**src/rtl/fetch_queue_pkg.sv**
```systemverilog
// Shared types and constants for the instruction fetch front end.
package fetch_queue_pkg;
  typedef logic [31:0] word_t;

  // Buffered fetch record. The PC sits in the upper half of the packed word.
  typedef struct packed {
    word_t pc;
    word_t inst;
  } fetch_entry_t;

  localparam int unsigned PC_STEP = 4;
endpackage

```
**src/rtl/fetch_fifo.sv**
```systemverilog
// DEPTH-entry circular buffer of {pc, inst} records with push, pop, flush and occupancy.
module fetch_fifo
  import fetch_queue_pkg::*;
#(
  parameter int unsigned DEPTH  = 4,
  parameter int unsigned DATA_W = 64,
  localparam int unsigned CNT_W = $clog2(DEPTH+1),
  localparam int unsigned PTR_W = $clog2(DEPTH)
) (
  input  logic              clk,
  input  logic              rst,
  input  logic              i_push,
  input  logic              i_pop,
  input  logic              i_flush,
  input  logic [DATA_W-1:0] i_wdata,
  output logic [DATA_W-1:0] o_rdata,
  output logic [CNT_W-1:0]  o_count
);
  logic [DATA_W-1:0] r_mem [DEPTH];
  logic [PTR_W-1:0]  r_head;
  logic [PTR_W-1:0]  r_tail;
  logic [CNT_W-1:0]  r_count;

  always_ff @(posedge clk or posedge rst) begin
    if (rst) begin
      r_head  <= '0;
      r_tail  <= '0;
      r_count <= '0;
    end else if (i_flush) begin
      r_head  <= '0;
      r_tail  <= '0;
      r_count <= '0;
    end else begin
      if (i_push) r_tail <= r_tail + PTR_W'(1);
      if (i_pop)  r_head <= r_head + PTR_W'(1);
      case ({i_push, i_pop})
        2'b10:   r_count <= r_count + CNT_W'(1);
        2'b01:   r_count <= r_count - CNT_W'(1);
        default: r_count <= r_count;
      endcase
    end
  end

  // Storage needs no reset: a slot is only read once occupancy covers it.
  always_ff @(posedge clk) begin
    if (i_push && !i_flush) r_mem[r_tail] <= i_wdata;
  end

  assign o_rdata = r_mem[r_head];
  assign o_count = r_count;
endmodule

```
**src/rtl/fetch_queue.sv**
```systemverilog
// Fetch front end: owns the fetch PC, issues sequential reads and buffers them for decode.
// Optional FETCH_BYPASS_EN forwards imemload straight to the head outputs when the queue is empty.
module fetch_queue
  import fetch_queue_pkg::*;
#(
  parameter              PC_INIT = 0,
  parameter int unsigned DEPTH   = 4,
  parameter int unsigned WORD_W  = 32,
  localparam int unsigned CNT_W  = $clog2(DEPTH+1)
) (
  input  logic              CLK,
  input  logic              RST,
  input  logic              ihit,
  input  logic [WORD_W-1:0] imemload,
  output logic              imemREN,
  output logic [WORD_W-1:0] imemaddr,
  input  logic              redirect,
  input  logic [WORD_W-1:0] redirect_pc,
  input  logic              halt,
  input  logic              deq,
  output logic              inst_valid,
  output logic [WORD_W-1:0] inst,
  output logic [WORD_W-1:0] inst_pc,
  output logic [WORD_W-1:0] inst_npc,
  output logic [CNT_W-1:0]  count,
  output logic              full
);
  logic [WORD_W-1:0]   r_fpc;
  logic                r_halted;
  logic [CNT_W-1:0]    w_count;
  logic [2*WORD_W-1:0] w_head;
  logic                w_full, w_empty, w_ren, w_fire, w_bypass, w_push, w_pop;

  assign w_full  = (w_count == CNT_W'(DEPTH));
  assign w_empty = (w_count == '0);
  assign w_ren   = !w_full && !r_halted && !RST;
  assign w_fire  = w_ren && ihit && !redirect;

`ifdef FETCH_BYPASS_EN
  assign w_bypass = w_empty && w_fire;
`else
  assign w_bypass = 1'b0;
`endif

  // A bypassed word that is consumed in the same cycle never enters storage.
  assign w_push = w_fire && !(w_bypass && deq);
  assign w_pop  = deq && !w_empty && !redirect;

  fetch_fifo #(
    .DEPTH  (DEPTH),
    .DATA_W (2*WORD_W)
  ) u_fifo (
    .clk     (CLK),
    .rst     (RST),
    .i_push  (w_push),
    .i_pop   (w_pop),
    .i_flush (redirect),
    .i_wdata ({r_fpc, imemload}),
    .o_rdata (w_head),
    .o_count (w_count)
  );

  always_ff @(posedge CLK or posedge RST) begin
    if (RST) begin
      r_fpc    <= WORD_W'(PC_INIT);
      r_halted <= 1'b0;
    end else begin
      if (halt) r_halted <= 1'b1;
      if (redirect)    r_fpc <= {redirect_pc[WORD_W-1:2], 2'b00};
      else if (w_fire) r_fpc <= r_fpc + WORD_W'(PC_STEP);
    end
  end

  always_comb begin
    inst_valid = 1'b0;
    inst       = '0;
    inst_pc    = '0;
    inst_npc   = '0;
    if (w_bypass) begin
      inst_valid = 1'b1;
      inst       = imemload;
      inst_pc    = r_fpc;
      inst_npc   = r_fpc + WORD_W'(PC_STEP);
    end else if (!w_empty) begin
      inst_valid = 1'b1;
      inst_pc    = w_head[2*WORD_W-1:WORD_W];
      inst       = w_head[WORD_W-1:0];
      inst_npc   = w_head[2*WORD_W-1:WORD_W] + WORD_W'(PC_STEP);
    end
  end

  assign imemREN  = w_ren;
  assign imemaddr = r_fpc;
  assign count    = w_count;
  assign full     = w_full;
endmodule

```
**config.mk**
```make
export PLATFORM = sky130hd
export DESIGN_NAME = fetch_queue
export DESIGN_NICKNAME = d
export VERILOG_FILES = /design/src/rtl/fetch_queue_pkg.sv /design/src/rtl/fetch_fifo.sv /design/src/rtl/fetch_queue.sv
export SDC_FILE = /design/constraint.sdc
export NUM_CORES = 1
export LEC_CHECK = 0
export BUFFER_PORTS_ARGS = -buffer_cell sky130_fd_sc_hd__buf_4
export CORE_ASPECT_RATIO = 1.5
export CORE_MARGIN = 2
export CORE_UTILIZATION = 55
export DETAILED_ROUTE_END_ITERATION = 10
export PLACE_DENSITY_LB_ADDON = 0.3
export SKIP_LAST_GASP = 1
export SLEW_MARGIN = 0
export SYNTH_ARGS = -nofsm -noshare
export SYNTH_HDL_FRONTEND = slang
export SYNTH_SLANG_ARGS = --single-unit
export TNS_END_PERCENT = 10
```
**constraint.sdc**
```tcl
create_clock -name CLK -period 9.65 [get_ports CLK]
set_clock_uncertainty 0.05 [all_clocks]
set_input_delay 0 -clock CLK [delete_from_list [all_inputs] [get_ports CLK]]
set_output_delay 0 -clock CLK [all_outputs]
set_load 0.02 [all_outputs]
```
======== Word-level counts from Yosys, hierarchy flattened ========
Memories as Yosys holds them, arrays and structs flattened.
Index checks and enable logic that the tools add are counted.
word-level totals
  register bits after elaboration ......... 40
  logic and storage cells ................. 45
  memory bits (writable) .................. 256
  output and inout bits ................... 134
  memories ................................ 1
  bits of input ports ..................... 70
operators by class
  add/sub/neg operators ................... 6
  reduce and logical (&&, ||, !) cells .... 16
  multiplexer cells ....................... 14
  equality and inequality tests ........... 3
memory list
  memory        depth  width  rd ports  clocked after Yosys merged registers in  write ports  line              RTL
  u_fifo.r_mem  4      64     1         0                                        1            fetch_fifo.sv:19  logic [DATA_W-1:0] r_mem [DEPTH];
operator list
  operator                                             count
  two-way mux 32 bit                                   5
  adder 32 x 3 -> 32 bit, second input constant        2
  two-way mux 2 bit                                    4
  logical AND 1 bit                                    7
  case mux 3 bit (2 select lines)                      1
  zero test 1 bit                                      5
  adder 2 x 1 -> 2 bit, second input constant          2
  nonzero test 2 bit                                   2
  adder 3 x 1 -> 3 bit, second input constant          1
  equality test 3 bit, second input constant           1
  zero test 3 bit                                      1
  two-way mux 1 bit                                    3
  two-way mux 3 bit                                    1
  nonzero test 3 bit                                   1
  subtractor 3 x 1 -> 3 bit, second input constant     1
  equality test 2 x 1 -> 1 bit, second input constant  1
  equality test 2 bit, second input constant           1

======== Logic depth before layout (Yosys ltp) ========
Gate-level depths: netlist (run 1).
  word-level depth ........................ 9
  depth in mapped cells ................... 10

======== By module ========
From an unflattened synthesis (run 1), not the netlist that was laid out.
unflattened totals
  cell total of the unflattened synthesis .. 808
  area, all modules ....................... 12817.3 um2
by module, submodules not included
  module       cells each  instances  area an instance (um2)
  fetch_fifo   376         1          9660.5
  fetch_queue  432         1          3156.8

======== Worst setup path after synthesis (run 1) ========
No wires, ideal clock.
  path type ............................... reg-to-reg
  start ................................... register u_fifo.r_count[0] (netlist: u_fifo.o_count[0])
  end ..................................... memory u_fifo.r_mem[0][0], enable pin
  arrival time ............................ 2.967 ns
  cell stages (with the launch flop) ...... 6
  path buffers ............................ 1
  setup slack ............................. 6.207 ns
  required time ........................... 9.173 ns
  cells stage by stage .................... dfrtp_1 -> nor3b_1 -> or3_1 -> buf_2 -> nor2_1 -> and2_1
between the ends
  word-level cells in the longest chain between the ends .. 9
ends and longest elaborated chain
  what                                     line               RTL
  start, declared                          fetch_fifo.sv:22   logic [CNT_W-1:0] r_count;
  start signal, assigned                   fetch_fifo.sv:37   2'b10: r_count <= r_count + CNT_W'(1);
  start signal, assigned                   fetch_fifo.sv:38   2'b01: r_count <= r_count - CNT_W'(1);
  start signal, assigned                   fetch_fifo.sv:39   default: r_count <= r_count;
  equality test 3 bit                      fetch_queue.sv:34  assign w_full = (w_count == CNT_W'(DEPTH));
  net full                                 fetch_queue.sv:26  output logic full
  zero test 1 bit                          fetch_queue.sv:36  assign w_ren = !w_full && !r_halted && !RST;
  logical AND 1 bit (2 in a row)           fetch_queue.sv:36
  logical AND 1 bit (2 in a row)           fetch_queue.sv:37  assign w_fire = w_ren && ihit && !redirect;
  logical AND 1 bit                        fetch_fifo.sv:46   if (i_push && !i_flush) r_mem[r_tail] <= i_wdata;
  two-way mux 1 bit                        fetch_fifo.sv:46
  two-way mux 1 bit (not written as such)  fetch_fifo.sv:46
  end, declared                            fetch_fifo.sv:19
The timed path passes the listed nets, and every way through them passes these cells.

======== Worst setup path in the final report (run 1) ========
  start ................................... register u_fifo.r_head[0]
  end ..................................... output port inst_npc[20]
between the ends
  word-level cells in the longest chain between the ends .. 3
ends and longest elaborated chain
  what                      line               RTL
  start, declared           fetch_fifo.sv:20   logic [PTR_W-1:0] r_head;
  start signal, assigned    fetch_fifo.sv:35   if (i_pop) r_head <= r_head + PTR_W'(1);
  memory read (4 x 64 bit)  -
  adder 32 x 3 -> 32 bit    fetch_queue.sv:88  inst_npc = w_head[2*WORD_W-1:WORD_W] + WORD_W'(PC_STEP);
  two-way mux 32 bit        fetch_queue.sv:84  end else if (!w_empty) begin
  end, declared             fetch_queue.sv:24  output logic [WORD_W-1:0] inst_npc,
No other way between the ends.

==> results of run 1 <==
[metrics by stage]
step | power (mW) | cell area (um^2) | worst slack, ns | hold slack [ns] | instances
2_1_floorplan | 2.16 | 12500 | 6.21 | 0.0489 | 781
6_report | 3.69 | 16200 | 5.55 | 0.122 | 1381
3_5_place_dp | 2.60 | 14200 | 6.01 | 0.122 | 1220
4_1_cts | 3.71 | 16200 | 5.43 | 0.109 | 1381
3_3_place_gp | 2.59 | 14200 | 6.00 | 0.112 | 1220
5_1_grt | 3.84 | 16200 | 5.24 | 0.166 | 1381
[sequential cells by signal, indices dropped and copies added (netlist names)]
| name | flops |
|---|---|
| r_halted | 1 |
| u_fifo.o_count | 3 |
| u_fifo.r_head | 2 |
| u_fifo.r_mem | 248 |
| u_fifo.r_tail | 2 |
| imemaddr | 30 |
[worst paths after layout]
path | endpoint | slack, ns | cells past startpoint
max | inst_npc[20] | 5.55 | 7
min | imemaddr[5] | 0.12 | 4
max reg2reg | u_fifo.r_mem[0][23] | 6.47 | 5
min reg2reg | r_halted | 0.48 | 1
max in group asynchronous | u_fifo.r_head[0] | 9.03 | 4
min in group CLK | imemaddr[16] | 0.14 | 6
[cells by family (layout without fill, tap and decap cells)]
| family | count (synthesis) | after routing | share of synthesized area (%) |
|---|---|---|---|
| adder cells (fa/ha/maj) | 7 | 7 | 0.763 |
| AO/OA/AOI/OAI | 49 | 49 | 2.21 |
| buffers and inverters | 60 | 384 | 2.43 |
| multiplexers | 76 | 76 | 12.9 |
| other | 1 | 6 | 0.0301 |
| XOR/XNOR | 40 | 40 | 2.81 |
| AND/OR/NAND/NOR | 257 | 257 | 11.5 |
| flip-flops | 286 | 286 | 67.4 |
[layer usage]
metal  part of all wire (%)  routed length, um  global-route usage [%]
met1                     40              10900                    29.2
met2                     53              14500                    41.7
met3                    5.1               1410                    3.09
met4                    2.4                656                    6.68
met5                      0                  0                       0
[cells in the final DEF (no fill, tap or decap), drive strengths merged, types with 3 or more instances in the layout]
cell and count:
edfxtp 248, buf 206, dlygate4sd3 114, and2 69, mux4 62, nor2 48, nand2 45, dfrtp 38
clkbuf 35, o21ai 31, nand4 27, xor2 22, nand3 20, xnor2 18, inv 18, mux2 10
nor4 9, a21oi 8, nor3 8, and3 6, ha 6, conb 6, and4 5, or3 4
mux2i 4, nand4b 4, bufinv 4, clkinv 4, o31ai 3, clkinvlp 3
[cell type report]
| cell class | count | share of cell area, % |
|---|---|---|
| timing repair buffer | 320 | 16.6 |
| tap | 276 | 2.13 |
| clock buffer | 35 | 4.60 |
| sequential | 286 | 51.8 |
| clock inverter | 12 | 1.03 |
| multi-input combinational | 435 | 23.4 |
| inverter | 17 | 0.394 |
[power by group]
group	internal [mW]	leakage [nW]	switching, mW
logic	0.526	2.77	0.669
registers	1.37	2.70	0.0503
clock network	0.649	0.436	0.426
[critical path: cells and delay by family (launching register included)]
| family | cells | cell delay, ns |
|---|---|---|
| AND/OR/NAND/NOR | 3 | 1.24 |
| buffers and inverters | 2 | 1.02 |
| AO/OA/AOI/OAI | 1 | 0.16 |
| flip-flops | 1 | 0.55 |
| multiplexers | 1 | 0.54 |
==> impl_metrics.toml, run 1 <==
[yosys]
netlist_area_um2 = 12500
synth_area_per_cell_um2 = 16.1
yosysMostFrequentCell = "edfxtp_1"
async_flop_share_pct = 13.3
synth_area_leaders = "edfxtp_1 60%, mux4_2 8.5%, dfrtp_1 7.6%"
synth_common_cells = "248 x edfxtp_1, 68 x and2_1, 48 x nor2_1, 47 x mux4_2, 45 x nand2_1"
ys_seq_elements = 286
yosysSeqAreaShare_pct = 67.4
syn_inst = 776
synth_flop_cell = "edfxtp_1"
yosys.cell_types.count = 52
yosysTopAreaCellShare_pct = 59.8
yosysWarnings = 0
synth_edf_count = 248
synth_area_leader_cell = "edfxtp_1"

[setup_path]
crit_type = "register to output pin"
cp_cell_sequence = "buf_4, mux4_1, nand4_4, or4_1, or3_1, a21oi_1, buf_4"
cp.arrival_ns = 4.05
critPathCaptureType = "output pin"
critPathSlowestCell = "buf_4"
critPathMaxStageDelay_ns = 0.85
critPathMaxFanout = 53
startpoint = "u_fifo.r_head[0]"
reg2reg_from = "u_fifo.o_count[0]"
cp_data_required_time_ns = 9.60
crit_top_cell = "buf_4"
start_kind = "register"

[timing]
max_slew.worst_pin.slew_ns = 1.03
fmax_mhz = 244
final_max_slew_viol_count = 0
setup_viol = 0
post-route-min-period_ns = 4.10
rsz0062_at_grt = "false"
report.final.hold_viol_count = 0
tns_ns = 0
max_slew_margin_pct = 31.3
fin_crit_sh_pct = 42.4

[clock_network]
cts-resized-gates = 0
cts_made_buffers = 26
max-clock-path-buffers = 3
cts_sinks = 286
post-cts-setup-buffers = 0
cts_tree = "done"
clock_latency_ns = 0.52
cts_root_buf = "clkbuf_16"
ctsHoldBuffers = 114
htree_levels = 1
path_clk_slew_ns = 0.07

[global_route]
grt_start_max_net_pins = 70
grt-ovfl-total = 0
antenna_found_initial = 0
track_usage_pct = 23.1
grt_pass1_vias = 8052
grt_pass1_wl_mm = 43.4

[outcome]
outcome = "finished clean"

[route]
wl_mm = 27.4
detail-route-antenna-nets = 0
first_pass_iters = 5
wire_per_inst_um = 19.9
vias_per_cell = 5.70
initialDrtViolationCount = 513
drc = 0
vias = 7871

[layout]
fin_util_pct = 72.7
syn_to_final_growth_pct = 30.1
nFillCells = 1409
fin_nets = 1163
multi_input_area_um2 = 3800
final_layout_size_suffix_gt1_share_pct = 28.7
regArea_um2 = 8400
diodes = 0

[power_and_ir_drop]
irDropWorstVdd_mv = 0.178
powerDensity_nw_per_um2 = 227
power_leakage_nw = 5.91

[placed_design]
port_buffers = 195
place_hpwl_mm = 16.7
gp_congestion = 0.810

[die]
die_y_um = 188
start_util_pct = 55.9
num_rows = 67
coreArea_um2 = 22300
io_pins = 204
die_area_um2 = 23900
die_x_um = 127

[run]
maxCapViolations = 0

[hold_path]
holdCritPathClass = "input pin to async pin"
(Power assumes the default switching activity.)
==> run 2, diff against run 1 <==
- CORE_UTILIZATION: 55 -> 51
- clock period: 9.65 -> 3.4 ns (I/O delays scaled with it)
==> run 2 against run 1 <==
Effect of this change:
- critical path depth stayed put
- clock-buffer cell count rose by 5
- critical endpoint is now inst_npc[31]
- flip-flop and latch count is the same
- critical path type unchanged
- worst setup slack got worse by 5.5 ns
- highest routed layer unchanged
- global-route usage shrank 1.5 points
- sequential share of layout area is 0.66 points higher
- largest cell class unchanged
- combinational power increased to 2.9 times the previous value
==> impl_metrics.toml, run 2 (synthesis results as in run 1) <==
[timing]
setup_viol = 0
rsz0062_at_grt = "true"
post-route-min-period_ns = 3.33
final_max_slew_viol_count = 0
fmax_mhz = 300
fin_crit_sh_pct = 98.1
holdWs_ns = 0.0691
max_slew_margin_pct = 42.6
report.final.hold_viol_count = 0
setup_slack_ns = 0.0660
max_slew.worst_pin.slew_ns = 0.860

[setup_path]
cp.arrival_ns = 3.28
critPathMaxFanout = 11
critPathSlowestCell = "dfrtp_4"
crit_type = "register to output pin"
critPathMaxStageDelay_ns = 0.58
critPathCaptureType = "output pin"
cp_data_required_time_ns = 3.35
cp_cell_sequence = "buf_12, mux4_1, nand4_4, nor4_4, nand4_1, mux2_1, buf_4"
start_kind = "register"

[power_and_ir_drop]
power_leakage_nw = 5.83
fin_total_pwr_mw = 10.5
irDropWorstVdd_mv = 0.507
powerDensity_nw_per_um2 = 654

[layout]
stdcell_count = 1401
nFillCells = 1778
diodes = 0
syn_to_final_growth_pct = 28.4
final_layout_size_suffix_gt1_share_pct = 31.6
largest_reg_flops = 248
final_common_cell = "edfxtp_1"
layout_common_cells = "248 x edfxtp_1, 217 x buf_4, 67 x dlygate4sd3_1, 64 x and2_1"
fin_util_pct = 66.2
largest_register = "u_fifo.r_mem"
fin_nets = 1134

[placed_design]
place_hpwl_mm = 18.0
port_buffers = 195
dp_cells = 1282
dp_slack_ns = 0.411
gp_congestion = 0.788

[die]
die_y_um = 195
num_rows = 70
start_util_pct = 51.6
io_pins = 204
coreArea_um2 = 24200
die_x_um = 132
die_area_um2 = 25700

[route]
initialDrtViolationCount = 603
wl_mm = 28.0
first_pass_iters = 5
vias = 7692
vias_per_cell = 5.49
detail-route-antenna-nets = 0
wire_per_inst_um = 20.0
drc = 0

[global_route]
antenna_found_initial = 0
grtUsageMet2_pct = 40.6
use_met3_pct = 2.44
grt_pass1_wl_mm = 43.4
grt_pass1_vias = 7899
grt_start_max_net_pins = 64
use_met1_pct = 26.3
track_usage_pct = 21.6
grt.busiest_layer = "met2"
grt-ovfl-total = 0

[clock_network]
cts_made_buffers = 26
max-clock-path-buffers = 3
cts_sinks = 286
path_clk_slew_ns = 0.06
cts_root_buf = "clkbuf_16"
htree_levels = 1
cts_tree = "done"
clock_latency_ns = 0.52

[outcome]
outcome = "finished clean"

[run]
maxCapViolations = 0

[hold_path]
holdCritPathClass = "input pin to register"
-- run 2: cell count changes in the layout (fill, tap and decap cells not counted), moves of 3 or more --
cell	delta
bufinv_16	-3
and2_4	+3
buf_4	+11
dlygate4sd3_1	-47
buf_12	+4
and2_2	-3
-- run 2: area by class of cell --
class                           instances  area (um^2)  share of cell area, %
Clock buffer                           40          817                   5.11
Clock inverter                          8         78.8                  0.493
Inverter                               17         63.8                  0.399
Multi-Input combinational cell        435         3810                   23.8
Sequential cell                       286         8400                   52.5
Tap cell                              324          405                   2.53
Timing Repair Buffer                  291         2430                   15.2
-- run 2: critical path: cells and delay by family, from the launching register on --
family                 cells  cell delay (ns)
buffers and inverters      2             0.34
AND/OR/NAND/NOR            3             1.01
multiplexers               2             0.83
flip-flops                 1             0.58
-- run 2: per-layer routing --
layer	share of wire, %	vias up
li1	-	3540
met1	38	3862
met2	55	246
met3	4.4	44
met4	2.4	0
met5	0	-
-- run 2: path summary, 6_finish.rpt --
path	cells after the start	endpoint	slack [ns]	from
max	7	inst_npc[31]	0.07	u_fifo.r_head[0]
min	6	imemaddr[11]	0.07	ihit
max reg2reg	5	u_fifo.r_mem[2][9]	0.68	u_fifo.o_count[2]
min reg2reg	1	r_halted	0.43	r_halted
max in group asynchronous	4	imemaddr[27]	2.34	RST
min in group asynchronous	3	r_halted	0.17	RST
-- run 2: report_power, final --
| part | internal [mW] | leakage (nW) | switching (mW) |
|---|---|---|---|
| clock network | 1.74 | 0.433 | 1.23 |
| logic | 1.52 | 2.70 | 1.95 |
| registers | 3.88 | 2.70 | 0.139 |
-- run 2: through the flow --
| step | cell area (um^2) | setup TNS [ns] |
|---|---|---|
| 3_5_place_dp | 14400 | 0 |
| 3_3_place_gp | 14400 | 0 |
| 6_report | 16000 | 0 |
| 5_1_grt | 16000 | -0.132 |
| 2_1_floorplan | 12500 | -8.02 |
| 4_1_cts | 16000 | -0.0306 |
-- run 2: what timing repair did --
action / 4_1_cts / 5_1_grt
buffers inserted: 1 / 3
hold endpoints to repair: 183 / 0
endpoints found under the setup margin: 11 / 12
hold buffers: 67 / 0
pin swaps: 0 / 0
cloned: 0 / 0
gates resized for setup: 0 / 5
